===== config.mk =====
export PLATFORM = sky130hd
export DESIGN_NAME = reset_sequencer
export DESIGN_NICKNAME = d
export VERILOG_FILES = /design/src/rtl/reset_sequencer.sv
export SDC_FILE = /design/constraint.sdc
export NUM_CORES = 1
export LEC_CHECK = 0
export BUFFER_PORTS_ARGS = -buffer_cell sky130_fd_sc_hd__buf_2
export CAP_MARGIN = 10
export CORE_MARGIN = 4
export CORE_UTILIZATION = 25
export DETAILED_ROUTE_END_ITERATION = 6
export PLACE_DENSITY_LB_ADDON = 0.08
export SYNTH_ARGS = -nofsm -noshare
export SYNTH_HDL_FRONTEND = slang
export SYNTH_SLANG_ARGS = --single-unit

===== constraint.sdc =====
create_clock -name clk_sys -period 2.59 [get_ports clk_sys]
set_input_delay 0.518 -clock clk_sys [delete_from_list [all_inputs] [get_ports clk_sys]]
set_output_delay 0.518 -clock clk_sys [all_outputs]
set_load 0.05 [all_outputs]

===== src/rtl/reset_sequencer.sv =====
// Staged reset generator. Synchronised, edge-qualified reset requests start a
// PULSE_LEN pulse. An optional hold follows, then rst_out bits release STAGE_GAP cycles apart.
module reset_sequencer #(
    parameter int                 NUM_SRC   = 4,
    parameter int                 NUM_OUT   = 3,
    parameter int                 PULSE_LEN = 16,
    parameter int                 STAGE_GAP = 4,
    parameter logic [NUM_SRC-1:0] EDGE_POL  = 4'b1101
) (
    input  logic               clk_sys,
    input  logic               reset,
    input  logic [NUM_SRC-1:0] src_in,
    input  logic [NUM_SRC-1:0] src_enable,
    input  logic               hold_req,
    input  logic               release_req,
    input  logic               cause_clear,
    output logic [NUM_OUT-1:0] rst_out,
    output logic               busy,
    output logic [NUM_SRC:0]   cause
);
    localparam logic [1:0] ST_ASSERT  = 2'd0;
    localparam logic [1:0] ST_HOLD    = 2'd1;
    localparam logic [1:0] ST_RELEASE = 2'd2;
    localparam logic [1:0] ST_RUN     = 2'd3;

    localparam int CNT_MAX = (PULSE_LEN > STAGE_GAP) ? PULSE_LEN : STAGE_GAP;
    localparam int CNT_W   = $clog2(CNT_MAX + 1);
    localparam logic [CNT_W-1:0]   PULSE_LAST = CNT_W'(PULSE_LEN - 1);
    localparam logic [CNT_W-1:0]   GAP_LAST   = CNT_W'(STAGE_GAP - 1);
    localparam logic [NUM_OUT-1:0] ALL_ON     = '1;
    localparam logic [NUM_OUT-1:0] FIRST_REL  = ALL_ON << 1;
    // A single-output sequencer has nothing left to stage after the first release.
    localparam logic [1:0]         REL_TARGET = (NUM_OUT == 1) ? ST_RUN : ST_RELEASE;

    logic [NUM_SRC-1:0] r_s1;
    logic [NUM_SRC-1:0] r_s2;
    logic [NUM_SRC-1:0] r_p;
    logic [1:0]         r_arm_cnt;
    logic               r_rel_prev;
    logic [1:0]         r_state;
    logic [CNT_W-1:0]   r_cnt;
    logic [NUM_OUT-1:0] r_rst_out;
    logic               r_busy;
    logic [NUM_SRC:0]   r_cause;

    logic [NUM_SRC-1:0] w_trig;
    logic [NUM_SRC-1:0] w_trig_acc;
    logic               w_armed;
    logic               w_any_trig;
    logic               w_rel_rise;
    logic [NUM_OUT-1:0] w_rst_shift;
    logic [1:0]         w_state_next;
    logic [CNT_W-1:0]   w_cnt_next;
    logic [NUM_OUT-1:0] w_rst_next;
    logic [NUM_SRC:0]   w_cause_next;

    genvar gi;
    generate
        for (gi = 0; gi < NUM_SRC; gi++) begin : g_trig
            if (EDGE_POL[gi]) begin : g_rise
                assign w_trig[gi] = src_enable[gi] & r_s2[gi] & ~r_p[gi];
            end else begin : g_fall
                assign w_trig[gi] = src_enable[gi] & ~r_s2[gi] & r_p[gi];
            end
        end
    endgenerate

    // Synchroniser contents right after reset can fake an edge, so hold off three edges.
    assign w_armed      = (r_arm_cnt == 2'd3);
    assign w_trig_acc   = w_armed ? w_trig : '0;
    assign w_any_trig   = |w_trig_acc;
    assign w_rel_rise   = release_req & ~r_rel_prev;
    assign w_rst_shift  = r_rst_out << 1;
    assign w_cause_next = (cause_clear ? '0 : r_cause) | {1'b0, w_trig_acc};

    always_comb begin
        w_state_next = r_state;
        w_cnt_next   = r_cnt;
        w_rst_next   = r_rst_out;
        case (r_state)
            ST_ASSERT: begin
                w_rst_next = ALL_ON;
                if (w_any_trig) begin
                    w_cnt_next = '0;
                end else if (r_cnt == PULSE_LAST) begin
                    w_cnt_next = '0;
                    if (hold_req) begin
                        w_state_next = ST_HOLD;
                    end else begin
                        w_rst_next   = FIRST_REL;
                        w_state_next = REL_TARGET;
                    end
                end else begin
                    w_cnt_next = r_cnt + CNT_W'(1);
                end
            end
            ST_HOLD: begin
                w_rst_next = ALL_ON;
                w_cnt_next = '0;
                if (!w_any_trig && w_rel_rise) begin
                    w_rst_next   = FIRST_REL;
                    w_state_next = REL_TARGET;
                end
            end
            ST_RELEASE: begin
                if (w_any_trig) begin
                    w_rst_next   = ALL_ON;
                    w_cnt_next   = '0;
                    w_state_next = ST_ASSERT;
                end else if (r_cnt == GAP_LAST) begin
                    w_cnt_next = '0;
                    w_rst_next = w_rst_shift;
                    if (w_rst_shift == '0) begin
                        w_state_next = ST_RUN;
                    end
                end else begin
                    w_cnt_next = r_cnt + CNT_W'(1);
                end
            end
            ST_RUN: begin
                w_rst_next = '0;
                w_cnt_next = '0;
                if (w_any_trig) begin
                    w_rst_next   = ALL_ON;
                    w_state_next = ST_ASSERT;
                end
            end
            default: begin
                w_state_next = ST_ASSERT;
                w_rst_next   = ALL_ON;
                w_cnt_next   = '0;
            end
        endcase
    end

    always_ff @(posedge clk_sys) begin
        if (reset) begin
            r_s1       <= '0;
            r_s2       <= '0;
            r_p        <= '0;
            r_arm_cnt  <= 2'd0;
            r_rel_prev <= 1'b0;
            r_state    <= ST_ASSERT;
            r_cnt      <= '0;
            r_rst_out  <= ALL_ON;
            r_busy     <= 1'b1;
            r_cause    <= {1'b1, {NUM_SRC{1'b0}}};
        end else begin
            r_s1       <= src_in;
            r_s2       <= r_s1;
            r_p        <= r_s2;
            if (!w_armed) begin
                r_arm_cnt <= r_arm_cnt + 2'd1;
            end
            r_rel_prev <= release_req;
            r_state    <= w_state_next;
            r_cnt      <= w_cnt_next;
            r_rst_out  <= w_rst_next;
            r_busy     <= |w_rst_next;
            r_cause    <= w_cause_next;
        end
    end

    assign rst_out = r_rst_out;
    assign busy    = r_busy;
    assign cause   = r_cause;
endmodule


After elaboration in Yosys (flattened, before gate mapping)
Cells that the tools add are included.
{ "op_classes": {"addsub": 2, "mul": 0, "div_mod_pow": 0, "order_cmp": 0, "eq_ne": 12, "shifts": 0, "mux": 24, "bitwise": 15, "n_reduce_logical": 8} }
{ "ops": {"columns": ["operator", "n"], "rows": [
  ["$mux 5", 5],
  ["$mux 2", 8],
  ["$pmux 5 s3", 1],
  ["$pmux 3 s4", 1],
  ["$and 1x1->1", 9],
  ["$mux 3", 3],
  ["$ne 2x2->1 const B", 4],
  ["$pmux 2 s4", 1],
  ["$eq 2x2->1 const B", 3],
  ["$ne 3x3->1 const B", 2],
  ["$reduce_and 6->1", 1],
  ["$add 5x1->5 const B", 1],
  ["$eq 5x2->1 const B", 1],
  ["$eq 5x4->1 const B", 1],
  ["$not 1->1", 5],
  ["$or 5x4->5", 1],
  ["$mux 1", 4],
  ["$mux 4", 1],
  ["$reduce_or 4->1", 1],
  ["$logic_not 3->1", 1],
  ["$reduce_or 3->1", 1],
  ["$add 2x1->2 const B", 1],
  ["$eq 2x1->1 const B", 1],
  ["$logic_not 2->1", 1],
  ["other kinds (3)", 3]
]} }
{ "word_totals": {"register_bits": 31, "latch_bits": 0, "ram_bits": 0, "mem_bits_ro": 0, "out_inout_bits": 9, "memories": 0} }

Depth between registers and ports, before layout
{ "depth": {"depth_word": 10, "mapped_depth": 7} }

Worst setup path before layout
No wires, ideal clock.
{ "synth_path": {"path_kind": "register -> register", "start": "register r_arm_cnt[0]", "end": "register r_state[1]", "t_arrival_ns": 1.485, "required_ns": 2.474, "slack_ns": 0.989, "path_stages_with_launch": 7, "cell_sequence": "dfxtp_1 > ha_1 > nand4b_2 > and4_4 > buf_6 > a211o_1 > a41o_1"} }
{ "synth_between": {"elab_chain_len": 7, "elab_cells_between_ends": 13} }
{ "synth_lines": {"columns": ["item", "line", "text"], "rows": [
  ["start, declared", "38", "logic [1:0] r_arm_cnt;"],
  ["start signal, assigned", "153", "r_arm_cnt <= r_arm_cnt + 2'd1;"],
  ["$eq 2x2->1 *", "69", "assign w_armed = (r_arm_cnt == 2'd3);"],
  ["$mux 4 *", "70", "assign w_trig_acc = w_armed ? w_trig : '0;"],
  ["$reduce_or 4->1 *", "71", "assign w_any_trig = |w_trig_acc;"],
  ["$logic_not 1->1", "100", "if (!w_any_trig && w_rel_rise) begin"],
  ["$logic_and 1x1->1", "100", null],
  ["$ne 2x2->1 (no line)", null, null],
  ["$reduce_and 6->1 (no line)", null, null],
  ["end signal, assigned", "156", "r_state <= w_state_next;"],
  ["end, declared", "40", "logic [1:0] r_state;"]
]} }
Mark *: on every way between the ends. The rest lies on a longest branch, timed or not.
A chain may end at the register's enable or synchronous reset.

Final worst setup path
Ends and elaborated chain as after synthesis.

==> impl_metrics.yaml <==
status:
  status: "finished clean"
hold_path:
  worstHoldPathType: "flip-flop to flip-flop"
  hold_depth: 1
synth:
  synth_xor_xnor_area_share_pct: 2.12
  async_reset_ff_share_pct: 0
  netlist_area_mm2: 0.00124
  synth.area.mux_share_pct: 3.34
  synth-main-ff-cell: "dfxtp_1"
  synth_compound_area_share_pct: 11.9
  synthCells: 120
  yosys.area_share.simple_pct: 23.2
  synth-edff-count: 0
  yosys_warnings: 0
  synthAdderAreaFrac_pct: 5.06
  syn_nets: 138
  synth_top_family_by_area: "simple AND/OR/NAND/NOR gates"
  syn_area_per_cell_um2: 10.3
  synth.distinct_cells: 36
  yosysSeqAreaShare_pct: 50.2
  ys_seq_elements: 31
route:
  postRouteAntennaNets: 0
  first_pass_iters: 4
  post-route-drc-count: 0
  route.vias.total: 912
  drt_iter0_markers: 37
  avgViaCountPerCell: 4.32
  wl_per_cell_um: 11.5
  routed_wl_mm: 2.43
worst_setup_path:
  start_kind: "flip-flop"
  path_class: "flip-flop to flip-flop"
  crit_required_ps: 2810
  reg2reg_depth: 5
  crit_arrival_ps: 1980
  worstPathMaxFanout: 7
  endpoint_kind: "flip-flop"
timing:
  maxSlewViolCount: 0
  tightest_slew_ps: 421
  rsz0062_at_grt: "false"
  hold_viol: 0
  max_slew_margin_pct: 71.8
  skew_ps: 7.54
  final.min_clock_period_ps: 1760
  max_freq_ghz: 0.568
  whs_ps: 440
  tns_ps: 0
  period_share_pct: 68.0
  setup_viol: 0
finish:
  nets: 161
  layout_commonest_cell: "dfxtp_1"
  synthToLayoutAreaGrowth_pct: 22.6
  num_antenna_cells: 0
  fillCellCount: 513
  final_core_util_pct: 31.9
  final_cell_mix: "dfxtp_1, buf_2, nor2b_1, nor2_1, inv_1"
  instances_no_fill: 211
  drive_above_1_share_pct: 25.0
floorplan:
  die_h_um: 78.4
  start_util_pct: 26.0
  design.core.area_mm2: 0.00475
  die_x_um: 78.4
  rows: 25
  die_area_mm2: 0.00614
  ioPinCount: 22
global_route:
  overflow: 0
  first_global_vias: 928
  grt_first_pass_wirelength_mm: 4.28
  grt_antenna_before_repair: 0
  grtUsageTotal_pct: 9.06
  grt_max_degree: 23
clock_tree:
  worstSkewPairLatency_ps: 280
  clkSlewWorstSetupHoldPaths_ps: 70
  cts_buffers: 5
  htree_levels: 2
  cts_resized: 0
  root_buffer: "clkbuf_8"
  cts_tree: "done"
  cts.path.max_buffers: 2
  cts_setup_buffers: 0
  holdBufCountCts: 0
  cts.sinks: 31
placed_design:
  gp_congestion: 0.715
  port_buffers: 21
  placedCellCount: 203
  place_hpwl_mm: 1.78
power:
  power_density_mw_per_mm2: 703
  irDropWorstVdd_v: 0.000234
  leakage_nw: 0.673
  p_total_mw: 1.07
run:
  maxCapViolations: 0
## kinds of logic after synthesis
| kind of cell | Yosys count |
|---|---|
| muxes | 4 |
| DFF | 31 |
| xor gates and xnor gates | 3 |
| adders and majority gates | 5 |
| AOI/OAI and AO/OA | 20 |
| and+or+nand+nor | 45 |
| buffers and inverters | 12 |
## worst max-delay path: stages (launching register included)
cell and delay (ps):
dfxtp_1 340, ha_1 250, nand4b_1 180, nand4_1 310
o31ai_2 400, a41o_1 210
## flip-flops by register name (all words and copies together) (netlist names)
signal / cells
busy: 1
cause: 5
r_arm_cnt: 2
r_cnt: 5
r_p: 4
r_rel_prev: 1
r_s1: 4
r_s2: 4
r_state: 2
rst_out: 3
## power by group
group          internal, mW  switching, mW
combinational        0.0326         0.0361
sequential            0.498         0.0130
clock                 0.311          0.176
## final cells by class
class / instances / area [um2] / share of cell area (%)
repair buffers: 21 / 105 / 6.92
flip-flops and latches: 31 / 621 / 40.9
clock inverters: 2 / 35.0 / 2.31
well taps: 67 / 83.8 / 5.52
inverters: 7 / 26.3 / 1.73
multi-input cells: 77 / 564 / 37.2
clock buffers: 6 / 82.6 / 5.44
## per-stage QoR
stage | setup slack [ps] | cell area, um2
6_report | 828 | 1520
5_1_grt | 603 | 1520
4_1_cts | 806 | 1520
3_5_place_dp | 812 | 1400
3_3_place_gp | 830 | 1400
2_1_floorplan | 989 | 1240
## path summary, 6_finish.rpt
| check | startpoint | to | slack (ps) |
|---|---|---|---|
| max | r_arm_cnt[0] | r_state[1] | 830 |
| min | r_s1[3] | r_s2[3] | 440 |
| max reg2reg | r_arm_cnt[0] | r_state[1] | 830 |
| min reg2reg | r_s1[3] | r_s2[3] | 440 |
## routing by layer
| metal | wire (um) | vias to the layer above | track usage (%) |
|---|---|---|---|
| met2 | 986 | 25 | 12.9 |
| met5 | 0 | - | 0 |
| li1 | - | 460 | - |
| met3 | 194 | 5 | 4.47 |
| met1 | 1200 | 422 | 11.4 |
| met4 | 49 | 0 | 4.20 |
## Yosys cell counts, types with 2 or more instances
cell / count / area [um2]
ha_1: 5 / 62.6
nand2_1: 4 / 15.0
nor2_1: 10 / 37.5
a21oi_1: 5 / 25.0
nand2b_1: 5 / 31.3
mux2i_1: 3 / 30.0
o21ai_0: 3 / 15.0
nand3_1: 2 / 10.0
nor2b_1: 13 / 81.3
inv_1: 7 / 26.3
dfxtp_1: 31 / 621
xor2_1: 2 / 17.5
nand4b_1: 3 / 26.3
nand4_1: 2 / 12.5
a211oi_1: 2 / 15.0
clkbuf_1: 3 / 11.3
No activity file was read; power rests on OpenSTA's default activity.
